[src/rtl/muldiv_pkg.sv]
// Shared constants and types for the multi-cycle multiply/divide unit.
package muldiv_pkg;

   localparam int DEFAULT_WIDTH = 32;

   localparam logic [1:0] OP_MULU = 2'b00;
   localparam logic [1:0] OP_DIVU = 2'b01;
   localparam logic [1:0] OP_MULS = 2'b10;
   localparam logic [1:0] OP_DIVS = 2'b11;

   typedef enum logic [1:0] {
      IDLE = 2'b00,
      RUN  = 2'b01,
      FIX  = 2'b10,
      DONE = 2'b11
   } state_t;

endpackage

[src/rtl/muldiv_iter_step.sv]
// One combinational iteration: shift-add multiply step, or restoring divide step.
// acc holds the high partial product / partial remainder; wrk holds multiplier / quotient bits.
module muldiv_iter_step #(
   parameter int WIDTH = 32
) (
   input  logic             is_div,
   input  logic [WIDTH-1:0] acc_i,
   input  logic [WIDTH-1:0] wrk_i,
   input  logic [WIDTH-1:0] opnd_i,
   output logic [WIDTH-1:0] acc_o,
   output logic [WIDTH-1:0] wrk_o
);

   logic [WIDTH:0] sum;
   logic [WIDTH:0] shifted;
   logic [WIDTH:0] trial;

   always_comb begin
      sum     = {1'b0, acc_i} + (wrk_i[0] ? {1'b0, opnd_i} : '0);
      shifted = {acc_i, wrk_i[WIDTH-1]};
      trial   = shifted - {1'b0, opnd_i};
      if (is_div) begin
         // A borrow out of the trial subtract means the divisor did not fit: restore.
         if (trial[WIDTH]) begin
            acc_o = shifted[WIDTH-1:0];
            wrk_o = {wrk_i[WIDTH-2:0], 1'b0};
         end else begin
            acc_o = trial[WIDTH-1:0];
            wrk_o = {wrk_i[WIDTH-2:0], 1'b1};
         end
      end else begin
         acc_o = sum[WIDTH:1];
         wrk_o = {sum[0], wrk_i[WIDTH-1:1]};
      end
   end

endmodule

[src/rtl/muldiv_hilo_unit.sv]
// Multi-cycle multiply/divide unit with HI/LO result registers and start/busy/done handshake.
// Define MULDIV_SIGNED_EN to honour op[1] (MULS/DIVS); otherwise every op is unsigned.
module muldiv_hilo_unit
   import muldiv_pkg::*;
#(
   parameter int WIDTH = DEFAULT_WIDTH
) (
   input  logic             Clock,
   input  logic             Clear,
   input  logic             start,
   input  logic [1:0]       op,
   input  logic [WIDTH-1:0] A,
   input  logic [WIDTH-1:0] B,
   input  logic [WIDTH-1:0] bus_in,
   input  logic             HIin,
   input  logic             LOin,
   output logic [WIDTH-1:0] HI,
   output logic [WIDTH-1:0] LO,
   output logic             busy,
   output logic             done,
   output logic             div_by_zero
);

   localparam int               CNT_W     = $clog2(WIDTH);
   localparam logic [CNT_W-1:0] LAST_ITER = CNT_W'(WIDTH - 1);

   state_t           state_q, state_d;
   logic [CNT_W-1:0] cnt_q, cnt_d;
   logic [WIDTH-1:0] acc_q, acc_d;
   logic [WIDTH-1:0] wrk_q, wrk_d;
   logic [WIDTH-1:0] opnd_q, opnd_d;
   logic [WIDTH-1:0] a_q, a_d;
   logic [WIDTH-1:0] hi_q, hi_d;
   logic [WIDTH-1:0] lo_q, lo_d;
   logic             is_div_q, is_div_d;
   logic             b_zero_q, b_zero_d;
   logic             dbz_q, dbz_d;

   logic [WIDTH-1:0] step_acc, step_wrk;
   logic [WIDTH-1:0] a_mag, b_mag;
   logic [WIDTH-1:0] res_hi, res_lo;

   function automatic logic [WIDTH-1:0] neg_w(input logic [WIDTH-1:0] v);
      return ~v + WIDTH'(1);
   endfunction

   function automatic logic [2*WIDTH-1:0] neg_2w(input logic [2*WIDTH-1:0] v);
      return ~v + (2*WIDTH)'(1);
   endfunction

   muldiv_iter_step #(
      .WIDTH (WIDTH)
   ) u_step (
      .is_div (is_div_q),
      .acc_i  (acc_q),
      .wrk_i  (wrk_q),
      .opnd_i (opnd_q),
      .acc_o  (step_acc),
      .wrk_o  (step_wrk)
   );

`ifdef MULDIV_SIGNED_EN
   logic sgn_a_q, sgn_a_d;
   logic sgn_b_q, sgn_b_d;

   assign a_mag = (op[1] && A[WIDTH-1]) ? neg_w(A) : A;
   assign b_mag = (op[1] && B[WIDTH-1]) ? neg_w(B) : B;

   always_comb begin
      sgn_a_d = sgn_a_q;
      sgn_b_d = sgn_b_q;
      if (state_q == IDLE && start) begin
         sgn_a_d = op[1] & A[WIDTH-1];
         sgn_b_d = op[1] & B[WIDTH-1];
      end
   end

   always_ff @(posedge Clock or posedge Clear) begin
      if (Clear) begin
         sgn_a_q <= 1'b0;
         sgn_b_q <= 1'b0;
      end else begin
         sgn_a_q <= sgn_a_d;
         sgn_b_q <= sgn_b_d;
      end
   end

   // Quotient takes the XOR of the signs, remainder the dividend sign.
   always_comb begin
      res_hi = acc_q;
      res_lo = wrk_q;
      if (is_div_q) begin
         if (sgn_a_q ^ sgn_b_q) res_lo = neg_w(wrk_q);
         if (sgn_a_q)           res_hi = neg_w(acc_q);
      end else if (sgn_a_q ^ sgn_b_q) begin
         {res_hi, res_lo} = neg_2w({acc_q, wrk_q});
      end
   end
`else
   logic unused_op_sign;
   assign unused_op_sign = op[1];
   assign a_mag  = A;
   assign b_mag  = B;
   assign res_hi = acc_q;
   assign res_lo = wrk_q;
`endif

   always_comb begin
      state_d  = state_q;
      cnt_d    = cnt_q;
      acc_d    = acc_q;
      wrk_d    = wrk_q;
      opnd_d   = opnd_q;
      a_d      = a_q;
      is_div_d = is_div_q;
      b_zero_d = b_zero_q;
      dbz_d    = dbz_q;
      hi_d     = hi_q;
      lo_d     = lo_q;

      // Bus loads are only honoured while no result write can collide with them.
      if (state_q == IDLE || state_q == DONE) begin
         if (HIin) hi_d = bus_in;
         if (LOin) lo_d = bus_in;
      end

      case (state_q)
         IDLE: begin
            if (start) begin
               state_d  = RUN;
               cnt_d    = '0;
               acc_d    = '0;
               wrk_d    = a_mag;
               opnd_d   = b_mag;
               a_d      = A;
               is_div_d = op[0];
               b_zero_d = (B == '0);
               dbz_d    = 1'b0;
            end
         end
         RUN: begin
            acc_d = step_acc;
            wrk_d = step_wrk;
            cnt_d = cnt_q + CNT_W'(1);
            if (cnt_q == LAST_ITER) state_d = FIX;
         end
         FIX: begin
            state_d = DONE;
            if (is_div_q && b_zero_q) begin
               hi_d  = a_q;
               lo_d  = '1;
               dbz_d = 1'b1;
            end else begin
               hi_d = res_hi;
               lo_d = res_lo;
            end
         end
         DONE: state_d = IDLE;
         default: state_d = IDLE;
      endcase
   end

   always_ff @(posedge Clock or posedge Clear) begin
      if (Clear) begin
         state_q  <= IDLE;
         cnt_q    <= '0;
         acc_q    <= '0;
         wrk_q    <= '0;
         opnd_q   <= '0;
         a_q      <= '0;
         is_div_q <= 1'b0;
         b_zero_q <= 1'b0;
         dbz_q    <= 1'b0;
         hi_q     <= '0;
         lo_q     <= '0;
      end else begin
         state_q  <= state_d;
         cnt_q    <= cnt_d;
         acc_q    <= acc_d;
         wrk_q    <= wrk_d;
         opnd_q   <= opnd_d;
         a_q      <= a_d;
         is_div_q <= is_div_d;
         b_zero_q <= b_zero_d;
         dbz_q    <= dbz_d;
         hi_q     <= hi_d;
         lo_q     <= lo_d;
      end
   end

   assign HI          = hi_q;
   assign LO          = lo_q;
   assign busy        = (state_q == RUN) || (state_q == FIX);
   assign done        = (state_q == DONE);
   assign div_by_zero = dbz_q;

endmodule

[config.mk]
export PLATFORM = sky130hd
export DESIGN_NAME = muldiv_hilo_unit
export DESIGN_NICKNAME = d
export VERILOG_FILES = /design/src/rtl/muldiv_pkg.sv /design/src/rtl/muldiv_iter_step.sv /design/src/rtl/muldiv_hilo_unit.sv
export SDC_FILE = /design/constraint.sdc
export NUM_CORES = 1
export LEC_CHECK = 0
export ABC_AREA = 1
export CAP_MARGIN = 20
export CORE_ASPECT_RATIO = 2
export CORE_MARGIN = 3
export CORE_UTILIZATION = 50
export CTS_CLUSTER_DIAMETER = 150
export DETAILED_ROUTE_END_ITERATION = 16
export HOLD_SLACK_MARGIN = 0.06
export PLACE_DENSITY = 0.75
export SLEW_MARGIN = 10
export SYNTH_ARGS = -nofsm -noshare
export SYNTH_HDL_FRONTEND = slang
export SYNTH_HIERARCHICAL = 1
export SYNTH_SLANG_ARGS = --single-unit
[constraint.sdc]
create_clock -name Clock -period 6.65 [get_ports Clock]
set_input_delay 1.6625 -clock Clock [delete_from_list [all_inputs] [get_ports Clock]]
set_output_delay 1.6625 -clock Clock [all_outputs]
set_load 0.01 [all_outputs]
==> results_dict.tcl <==
set metrics [dict create \
    status "finished clean" \
    r2r_start "acc_q[28]" \
    wl_mm 57.1 \
    cap_violations 0 \
    fin_setup_tns_ps 0 \
    synth.net_count 2589 \
    n_antenna_cell 0 \
    yosys-top-cells-count "nand2_1 (681), inv_1 (375), nor2_1 (220), dfrtp_1 (202), o21ai_0 (202)" \
    port-buffer-count 168 \
    die_area_um2 33500 \
    cts_sinks 202 \
    syn_avg_cell_area_um2 6.47 \
    layout_min_cycle_time_ps 3580 \
    final_cells 2940 \
    p_leak_nw 9.39 \
    crit_arrival_ps 3990 \
    area_growth_pct 15.1 \
    nets 2691 \
    cts_tree "done" \
    clockBufferDepth 3 \
    grt_usage 0.335 \
    numCtsBuffers 19 \
    ant_nets 0 \
    vias 16035 \
    ys.flop_type "dfrtp_1" \
    max_freq_ghz 0.279 \
    crit_end "acc_q[5]" \
    start_util 0.512 \
    clkLatencyLatePin_ps 510 \
    drc_errors 0 \
    overflow 0 \
    cts_resized 0 \
    totalPowerFinal_mw 10.0 \
    crit_fanout 101 \
    synth_area_um2 15600 \
    grt_max_degree 150 \
    slew_headroom 0.263 \
    yosys.area.top_type "dfrtp_1" \
    syn_inst 2412 \
    dpl.cell_count 2907 \
    wl_per_cell_um 19.4 \
    peakVddDrop_mv 0.471 \
    r2r_end "acc_q[31]" \
    dpl.hpwl_mm 44.2 \
    grt_pass1_vias 15664 \
    ys_types 48 \
    post-cts-setup-buffers 0 \
    synth_area_leaders "dfrtp_1 (32%), nand2_1 (16%), inv_1 (9.0%)" \
    async_flop_share 1.00 \
    finClkSkew_ps 24.2 \
    path_clk_slew_ps 70 \
    rsz0062_at_grt "false" \
    synth.yosys.warnings 6 \
    grt_pass1_wl_mm 86.0 \
    hold_class "flip-flop to flip-flop" \
    worst_ep_required_time_ps 7060 \
    hold_buffers 0 \
    synth_most_common_cell "nand2_1" \
    synth_edf_count 0 \
    cts_root_buffer "clkbuf_16" \
    core-area_um2 30500 \
    rows 90 \
    finalSetupViolations 0 \
    worstMarginPinSlew_ps 1110 \
    r2r_setup_slack_ps 3320 \
    htreeDepth 1 \
    viasPerCell 5.45 \
    dr.pass1.iters 6 \
    ff2ff_path_depth 13 \
    drv_slew 0 \
    endpoint_kind "flip-flop" \
    ys_seq_area_frac 0.324 \
    die_h_um 256 \
    grt_antenna_before_repair 0 \
    fin_hold_ws_ps 481 \
    power_density_nw_per_um2 557 \
    synth_top_area_frac 0.324 \
    final_hold_viol_count 0 \
    fp.dieW_um 131 \
    ios 170 \
    worstSetupPathType "primary input to flip-flop" \
    startpoint_type "primary input" \
    min_period_over_period 0.539 \
    final_layout_size_suffix_gt1_frac 0.0416 \
    synth_seq_cells 202 \
    worstSetupStartpoint "start" \
    globalplace.congestion 0.994 \
    drt_iter0_markers 1157 \
]
## cells in the final DEF (no fill, tap or decap), types with 3 or more instances in the layout
cell,n
or2_2,9
and2_1,6
xor2_1,6
xnor2_1,9
nor3_1,40
o21ai_0,202
nor2_1,220
clkinvlp_4,5
o21ai_1,19
a31oi_1,36
clkbuf_1,5
nand2_1,679
nand2_2,20
ha_1,71
dfrtp_1,201
nand4_1,16
nand3b_1,15
clkdlybuf4s50_1,168
o21a_1,5
inv_1,374
a21o_1,4
nor2_4,3
a21oi_1,139
inv_2,5
buf_4,11
clkbuf_8,3
nand3_2,7
o21bai_1,8
clkbuf_16,19
nand2_4,6
nand3_1,188
## power breakdown
part	internal, mW	total, mW	switching (mW)
registers	1.81	2.36	0.551
clock network	0.603	1.10	0.498
logic	2.21	6.54	4.33
total	4.63	10.0	5.38
## through the flow
stage | area, um2 | setup slack [ps] | util
final | 18000 | 3070 | 0.589
after detailed placement | 17400 | 2590 | 0.569
after CTS | 18000 | 3090 | 0.589
after global placement | 17400 | 2630 | 0.569
after global routing | 18000 | 2870 | 0.589
after floorplan | 15600 | 2370 | -
## logic make-up after synthesis
kind of cell / share of synthesized area
simple gates: 0.336
buf+inv: 0.129
compound gates: 0.142
xor+xnor: 0.00842
fa+ha+maj: 0.0603
flops: 0.324
## cell type report
| cell class | count | area [um2] |
|---|---|---|
| timing repair buffer | 181 | 1800 |
| multi-input combinational | 1729 | 8560 |
| inverter | 381 | 1430 |
| tap | 414 | 518 |
| sequential | 202 | 5060 |
| clock inverter | 6 | 65.1 |
| clock buffer | 27 | 536 |
| fill | 3015 | 12500 |
## critical path: stages
cell and delay, ps:
clkdlybuf4s50_1 540, nand2_4 250, nand2_4 840, buf_4 460
nand3_1 100, o21ai_0 100
## how the worst min path moves through the flow
stage,start,to,slack (ps),cells after the start
floorplan,a_q[17],a_q[17],450,2
global placement,a_q[24],a_q[24],460,2
detailed placement,a_q[29],a_q[29],470,2
CTS,a_q[21],a_q[21],480,2
global route,a_q[25],a_q[25],500,2
finish,a_q[21],a_q[21],480,2
## registers in the layout, summed over array words and instances, names as in the netlist, 2 cells and up
register  count
opnd_q       32
LO           32
a_q          32
HI           32
res_lo       32
cnt_q         5
state_q       2
acc_q        32
## metal layers
layer	vias to the layer above	global-route usage	wire length [um]
li1	7854	-	-
met1	7463	0.340	19200
met2	537	0.598	29800
met5	-	0	0
met4	0	0.242	5130
met3	181	0.0508	2980
No activity file was read; power rests on OpenSTA's default activity.
